<file path="config.mk">
export PLATFORM = sky130hd
export DESIGN_NAME = instr_decode_flat
export DESIGN_NICKNAME = d
export VERILOG_FILES = /design/src/rtl/instr_decode_if.sv /design/src/rtl/instr_decode.sv /design/src/flat_wrapper.sv
export SDC_FILE = /design/constraint.sdc
export NUM_CORES = 1
export LEC_CHECK = 0
export CORE_MARGIN = 5
export CORE_UTILIZATION = 39
export DETAILED_ROUTE_END_ITERATION = 16
export GPL_ROUTABILITY_DRIVEN = 1
export PLACE_DENSITY_LB_ADDON = 0.05
export SYNTH_ARGS = -nofsm -noshare
export SYNTH_HDL_FRONTEND = slang
export SYNTH_SLANG_ARGS = --single-unit
</file>
<file path="constraint.sdc">
create_clock -name clk -period 0.8 [get_ports clk]
set_input_delay 0.16 -clock clk [delete_from_list [all_inputs] [get_ports clk]]
set_output_delay 0.16 -clock clk [all_outputs]
set_load 0.1 [all_outputs]
</file>
<file path="src/rtl/instr_decode_if.sv">
// -----------------------------------------------------------------------------
// instr_decode_if
//
// Purpose: groups the fetch-side and register-read-side handshake of the
// IITB RISC decode stage into one bundle.
//
// Signals:
//   flush      1  squash from branch/jump resolution (environment -> decode)
//   in_valid   1  fetch presents an instruction      (environment -> decode)
//   instr     16  instruction word, [15:12] opcode   (environment -> decode)
//   in_ready   1  decode accepts instr this cycle    (decode -> environment)
//   stall      1  register-read cannot take a word   (environment -> decode)
//   out_valid  1  dec_data is valid                  (decode -> environment)
//   dec_data  19  packed decode word                 (decode -> environment)
//   cz         2  R-type condition bits, else 0      (decode -> environment)
//   illegal_op 1  one-cycle unsupported-opcode pulse (decode -> environment)
//
// Modports: master = the surrounding pipeline, slave = the decode stage.
// -----------------------------------------------------------------------------
interface instr_decode_if;
   logic        flush;
   logic        in_valid;
   logic [15:0] instr;
   logic        in_ready;
   logic        stall;
   logic        out_valid;
   logic [18:0] dec_data;
   logic [1:0]  cz;
   logic        illegal_op;

   modport master (
      output flush, in_valid, instr, stall,
      input  in_ready, out_valid, dec_data, cz, illegal_op
   );

   modport slave (
      input  flush, in_valid, instr, stall,
      output in_ready, out_valid, dec_data, cz, illegal_op
   );
endinterface

</file>
<file path="src/rtl/instr_decode.sv">
// -----------------------------------------------------------------------------
// instr_decode
//
// Purpose: decode stage of the IITB RISC pipeline. Turns each 16-bit
// instruction into the 19-bit packed word consumed by register-read, held in
// an output pipeline register with a valid/ready handshake.
//
// dec_data layout:
//   [18:16] dest   [15:13] srcA   [12:10] srcB   [12:7] imm6   [15:7] imm9
//   [6:3] opcode   [2] LM/SM micro-op flag   [1:0] format 11=R 10=I 01=J 00=bubble
//
// Ports:
//   clk     pipeline clock, rising edge
//   resetn  asynchronous active-low reset
//   bus     instr_decode_if.slave (flush, in_valid, instr, in_ready, stall,
//           out_valid, dec_data, cz, illegal_op)
//
// Build option: define LMSM_EN to expand LM/SM into single-register micro-ops.
// Without it, LM/SM are decoded as unsupported (bubble + illegal_op).
// -----------------------------------------------------------------------------
module instr_decode (
   input  logic          clk,
   input  logic          resetn,
   instr_decode_if.slave bus
);
   localparam logic [3:0] OP_ADI = 4'b0000;
   localparam logic [3:0] OP_ADD = 4'b0001;
   localparam logic [3:0] OP_NDU = 4'b0010;
   localparam logic [3:0] OP_LHI = 4'b0011;
   localparam logic [3:0] OP_LW  = 4'b0100;
   localparam logic [3:0] OP_SW  = 4'b0101;
   localparam logic [3:0] OP_BEQ = 4'b1000;
   localparam logic [3:0] OP_JAL = 4'b1001;
   localparam logic [3:0] OP_JLR = 4'b1010;
   localparam logic [3:0] OP_JRI = 4'b1011;

   logic [3:0]  opcode;
   logic        accept;
   logic        supported;     // opcode goes through the single-word decode path
   logic [18:0] plain_word;
   logic [1:0]  plain_cz;

   logic        out_valid_reg;
   logic [18:0] dec_data_reg;
   logic [1:0]  cz_reg;
   logic        illegal_reg;

   assign opcode = bus.instr[15:12];

   // Single-word decode for every format except LM/SM.
   always_comb begin
      plain_word = '0;
      plain_cz   = 2'b00;
      supported  = 1'b1;
      case (opcode)
         OP_ADD, OP_NDU: begin
            plain_word = {bus.instr[5:3], bus.instr[11:9], bus.instr[8:6], 3'b000,
                          opcode, 1'b0, 2'b11};
            plain_cz   = bus.instr[1:0];
         end
         // ADI/BEQ keep their first register in srcA
         OP_ADI, OP_BEQ:
            plain_word = {bus.instr[8:6], bus.instr[11:9], bus.instr[5:0],
                          opcode, 1'b0, 2'b10};
         // LW/SW/JLR carry the data/link register in the dest field
         OP_LW, OP_SW, OP_JLR:
            plain_word = {bus.instr[11:9], bus.instr[8:6], bus.instr[5:0],
                          opcode, 1'b0, 2'b10};
         OP_LHI, OP_JAL, OP_JRI:
            plain_word = {bus.instr[11:9], bus.instr[8:0], opcode, 1'b0, 2'b01};
         default:
            supported = 1'b0;
      endcase
   end

   assign accept         = bus.in_valid && bus.in_ready;
   assign bus.out_valid  = out_valid_reg;
   assign bus.dec_data   = dec_data_reg;
   assign bus.cz         = cz_reg;
   assign bus.illegal_op = illegal_reg;

`ifdef LMSM_EN
   localparam logic [3:0] OP_LM = 4'b0110;
   localparam logic [3:0] OP_SM = 4'b0111;

   typedef enum logic {ISSUE = 1'b0, SEQ = 1'b1} state_t;

   state_t      state_reg;
   logic [7:0]  list_reg;      // registers still to be emitted
   logic [2:0]  k_reg;         // offset of the next micro-op
   logic [2:0]  base_reg;
   logic [3:0]  mop_reg;       // LM or SM opcode of the running sequence

   logic        is_lmsm;
   logic [2:0]  first_idx;
   logic [7:0]  first_rest;
   logic [2:0]  seq_idx;
   logic [7:0]  seq_rest;

   function automatic logic [2:0] lowest_set(input logic [7:0] l);
      lowest_set = 3'd0;
      for (int b = 7; b >= 0; b--) begin
         if (l[b]) lowest_set = 3'(b);
      end
   endfunction

   assign is_lmsm    = (opcode == OP_LM) || (opcode == OP_SM);
   assign first_idx  = lowest_set(bus.instr[7:0]);
   assign first_rest = bus.instr[7:0] & (bus.instr[7:0] - 8'd1);
   assign seq_idx    = lowest_set(list_reg);
   assign seq_rest   = list_reg & (list_reg - 8'd1);

   // SEQ is only occupied while micro-ops remain beyond the one on the output,
   // so fetch is held off for the whole of SEQ.
   assign bus.in_ready = (state_reg == ISSUE) && !bus.stall && !bus.flush;

   always_ff @(posedge clk or negedge resetn) begin
      if (!resetn) begin
         state_reg     <= ISSUE;
         list_reg      <= '0;
         k_reg         <= '0;
         base_reg      <= '0;
         mop_reg       <= '0;
         out_valid_reg <= 1'b0;
         dec_data_reg  <= '0;
         cz_reg        <= 2'b00;
         illegal_reg   <= 1'b0;
      end else if (bus.flush) begin
         state_reg     <= ISSUE;
         list_reg      <= '0;
         k_reg         <= '0;
         out_valid_reg <= 1'b0;
         dec_data_reg  <= '0;
         cz_reg        <= 2'b00;
         illegal_reg   <= 1'b0;
      end else if (bus.stall) begin
         illegal_reg <= 1'b0;
      end else if (state_reg == SEQ) begin
         out_valid_reg <= 1'b1;
         cz_reg        <= 2'b00;
         illegal_reg   <= 1'b0;
         dec_data_reg  <= {seq_idx, base_reg, 3'b000, k_reg, mop_reg, 1'b1, 2'b10};
         list_reg      <= seq_rest;
         k_reg         <= k_reg + 3'd1;
         if (seq_rest == 8'd0) state_reg <= ISSUE;
      end else if (accept) begin
         out_valid_reg <= 1'b1;
         if (is_lmsm) begin
            cz_reg      <= 2'b00;
            illegal_reg <= 1'b0;
            if (bus.instr[7:0] == 8'd0) begin
               dec_data_reg <= {12'd0, opcode, 1'b1, 2'b00};
            end else begin
               // The k=0 micro-op leaves on the accepting edge; SEQ carries on
               // from k=1 with that register already removed from the list.
               dec_data_reg <= {first_idx, bus.instr[11:9], 6'd0, opcode, 1'b1, 2'b10};
               list_reg     <= first_rest;
               k_reg        <= 3'd1;
               base_reg     <= bus.instr[11:9];
               mop_reg      <= opcode;
               if (first_rest != 8'd0) state_reg <= SEQ;
            end
         end else begin
            dec_data_reg <= plain_word;
            cz_reg       <= plain_cz;
            illegal_reg  <= !supported;
         end
      end else begin
         out_valid_reg <= 1'b0;
         illegal_reg   <= 1'b0;
      end
   end
`else
   assign bus.in_ready = !bus.stall && !bus.flush;

   always_ff @(posedge clk or negedge resetn) begin
      if (!resetn) begin
         out_valid_reg <= 1'b0;
         dec_data_reg  <= '0;
         cz_reg        <= 2'b00;
         illegal_reg   <= 1'b0;
      end else if (bus.flush) begin
         out_valid_reg <= 1'b0;
         dec_data_reg  <= '0;
         cz_reg        <= 2'b00;
         illegal_reg   <= 1'b0;
      end else if (bus.stall) begin
         illegal_reg <= 1'b0;
      end else if (accept) begin
         // unsupported opcodes (LM/SM included here) give an all-zero bubble
         out_valid_reg <= 1'b1;
         dec_data_reg  <= plain_word;
         cz_reg        <= plain_cz;
         illegal_reg   <= !supported;
      end else begin
         out_valid_reg <= 1'b0;
         illegal_reg   <= 1'b0;
      end
   end
`endif

endmodule

</file>
<file path="src/flat_wrapper.sv">
// flat-port wrapper written by rule: the top's interface ports become plain ports
module instr_decode_flat 
  (clk, resetn, bus_flush, bus_in_valid, bus_instr, bus_stall, bus_in_ready, bus_out_valid, bus_dec_data, bus_cz, bus_illegal_op);
  instr_decode_if bus_i ();
  input  logic clk;
  input  logic resetn;
  input wire logic [$bits(bus_i.flush)-1:0] bus_flush;
  input wire logic [$bits(bus_i.in_valid)-1:0] bus_in_valid;
  input wire logic [$bits(bus_i.instr)-1:0] bus_instr;
  input wire logic [$bits(bus_i.stall)-1:0] bus_stall;
  output wire logic [$bits(bus_i.in_ready)-1:0] bus_in_ready;
  output wire logic [$bits(bus_i.out_valid)-1:0] bus_out_valid;
  output wire logic [$bits(bus_i.dec_data)-1:0] bus_dec_data;
  output wire logic [$bits(bus_i.cz)-1:0] bus_cz;
  output wire logic [$bits(bus_i.illegal_op)-1:0] bus_illegal_op;
  assign bus_i.flush = bus_flush;
  assign bus_i.in_valid = bus_in_valid;
  assign bus_i.instr = bus_instr;
  assign bus_i.stall = bus_stall;
  assign bus_in_ready = bus_i.in_ready;
  assign bus_out_valid = bus_i.out_valid;
  assign bus_dec_data = bus_i.dec_data;
  assign bus_cz = bus_i.cz;
  assign bus_illegal_op = bus_i.illegal_op;
  instr_decode u_core (.clk(clk), .resetn(resetn), .bus(bus_i));
endmodule
</file>
==> out/metrics.cfg <==
[drt]
via_count = 1531
ant_nets = 0
drcViolationCount = 0
routed_wirelength_um = 5810
drt_iter0_markers = 147
wl_per_cell_um = 22.9
vias_per_cell = 6.03
drt_pass1_iterations = 5

[timing]
finClkSkew_ns = 0
hold_viol = 0
setup-violations-final = 42
final-max-slew-violation-count = 0
rsz0062_at_grt = yes
fmax_ghz = 0.816
setup-tns-final_ns = -11.81
final.setup.worst_slack_ns = -0.425
fin_crit_sh_pct = 153
finalCriticalPeriod_ns = 1.23

[setup_path]
path_max_fanout = 3
crit_type = input pin to flop
path_cells = buf_8 -> or4b_4 -> or3b_4 -> o2bb2ai_2 -> a211o_2
ff2ff_path_depth = 3
r2r_slack_ns = -0.31
slowest_delay_ns = 0.54
end_kind = flop
worstReg2RegEnd = u_core.bus.dec_data[18]$_DFFE_PN0P_
path_buf_inv = 1
cp_top_family = simple AND/OR/NAND/NOR gates
critPathSlowestCell = or4b_4
start_kind = input pin
r2r-start = u_core.bus.dec_data[18]$_DFFE_PN0P_
cp.required_ns = 1.07
crit_arrival_ns = 1.50

[placement]
hpwl_um = 2850
pre_cts_ws_ns = -1.07
port_buffers = 43
place_congestion = 0.858
dp.cells = 219
placed_area_um2 = 2180

[floorplan]
initial_utilization_pct = 39.5
pin_count = 45
row_count = 20
die-area_um2 = 4210
core_area_um2 = 2980
chipWidth_um = 64.9
dieHeight_um = 64.9

[power]
leakage_nw = 1.23
ir_drop_v = 0.000817
power_density_nw_per_um2 = 1250
finalPower_mw = 3.47

[run_status]
status = finished, violations left
violations = negative setup slack

[cts]
clkSinkCount = 22
clk_pin_slew_worst_paths_ns = 0.15
cts_buffer_depth = 2
cts_buffers = 3
cts_tree = built
h-tree-depth = 1
clock-root-buffer = clkbuf_4
insertion_delay_ns = 0.33

[finish]
fin_nets = 243
n_antenna_cell = 0
fill_cells = 89
fin_area_um2 = 2780
largest_reg_flops = 18
fin_cells = 254
layout-drive-gt1-share_pct = 70.6
syn_to_final_growth_pct = 137

[synthesis]
synth-seq-cells = 22
synth_top_area_share_pct = 46.8
synth-main-ff-cell = dfrtp_1
synth_nets = 146
ys_types = 34
yosysTopAreaCell = dfrtp_1
synth_area_per_cell_um2 = 9.41
synthArstFlopShare_pct = 100
synth_edf_count = 0
synthTopCellsByArea = dfrtp_1 (47%), nor2_1 (4.1%), nor3_1 (3.8%)
yosys-top-cells-count = dfrtp_1 (22), nor2_1 (13), nand2_1 (10)
synth_cells = 125
syn_area_um2 = 1180
yosysMostFrequentCell = dfrtp_1
ys_seq_area_share_pct = 46.8
ys_warn_count = 0

[grt]
grt_overflow = 0
grt_max_degree = 23
grt_pass1_vias = 1614
grt_pass1_wl_um = 8080
grtUsageTotal_pct = 24.9
antenna_found_initial = 0

[run]
drv_cap = 0

[hold_path]
hp-class = input pin to async pin

[per-layer routing]
metal  vias up  wire length [um]  global-route usage (%)
met5         -                 0                       0
met4         0               259                    13.2
met2        91              2970                    42.1
li1        655                 -                       -
met1       758              2210                    28.4
met3        27               373                    6.59
[layout by cell type, fill, tap and decap left out, types with 3 or more instances in the layout]
cell / synthesis / final
nor2_4: 0 / 6
dlymetal6s2s_1: 0 / 3
clkdlybuf4s50_1: 0 / 7
o21ai_2: 0 / 3
o211a_1: 3 / 3
buf_4: 1 / 35
buf_2: 0 / 3
nor3_1: 9 / 4
nor2_1: 13 / 6
dfrtp_4: 0 / 20
a31oi_1: 3 / 3
buf_8: 0 / 6
nor3_2: 0 / 5
nand2_1: 10 / 8
buf_12: 0 / 25
buf_6: 0 / 17
nor2b_1: 4 / 3
a22oi_2: 0 / 3
and4_1: 3 / 3
o21ai_1: 0 / 3
dlygate4sd2_1: 0 / 3
a22o_1: 3 / 3
clkbuf_4: 0 / 3
[layout make-up]
cell class,instances,area (um2),share of cell area [%]
flip-flops and latches,22,626,22.5
well taps,33,41.3,1.48
inverters,2,7.51,0.270
multi-input cells,93,835,30.0
clock inverters,1,30.0,1.08
clock buffers,3,22.5,0.809
repair buffers,100,1220,43.9
[stage by stage]
stage / utilization [%] / hold slack [ns]
detailed placement: 73.2 / 0.537
global placement: 73.2 / 0.524
global route: 93.4 / 0.138
CTS: 86.6 / 0.179
finish: 93.4 / 0.161
floorplan: - / -0.136
[power breakdown]
group / total (mW) / leakage, nW / internal, mW / switching [mW]
Sequential: 1.21 / 0.265 / 1.17 / 0.0450
Clock: 0.911 / 0.0279 / 0.507 / 0.404
Combinational: 1.34 / 0.932 / 0.600 / 0.742
[worst max path at each step]
| stage | from | to | slack [ns] | depth (start not counted) |
|---|---|---|---|---|
| 6_report | bus_flush | u_core.bus.dec_data[17]$_DFFE_PN0P_ | -0.43 | 5 |
| 5_1_grt | u_core.bus.dec_data[16]$_DFFE_PN0P_ | bus_dec_data[16] | -0.45 | 2 |
| 4_1_cts | u_core.bus.dec_data[17]$_DFFE_PN0P_ | bus_dec_data[17] | -0.40 | 2 |
| 3_5_place_dp | bus_instr[14] | u_core.bus.dec_data[16]$_DFFE_PN0P_ | -1.07 | 5 |
| 3_3_place_gp | bus_instr[14] | u_core.bus.dec_data[17]$_DFFE_PN0P_ | -1.06 | 5 |
| 2_1_floorplan | bus_instr[14] | u_core.bus.dec_data[17]$_DFFE_PN0P_ | -0.59 | 4 |
[kinds of logic after synthesis]
kind of cell	after synthesis	share of synthesized area (%)
and+or+nand+nor	49	21.8
AOI/OAI and AO/OA	39	24.3
DFF	22	46.8
buffers and inverters	10	3.51
xor gates and xnor gates	2	1.49
adders and majority gates	1	0.851
other	1	0.319
muxes	1	0.957
[worst reg2reg max path, stage by stage, from the launching register on]
cell	delay [ns]
dfrtp_4	0.52
buf_4	0.15
o2bb2ai_4	0.12
a211o_1	0.22
[timing repair]
item | CTS | global route
gates cloned | 2 | 0
pin swaps | 26 | 17
setup endpoints to repair | 45 | 43
resized for setup | 87 | 35
hold buffers | 0 | 0
buffers inserted | 19 | 13
(Power assumes the default switching activity.)
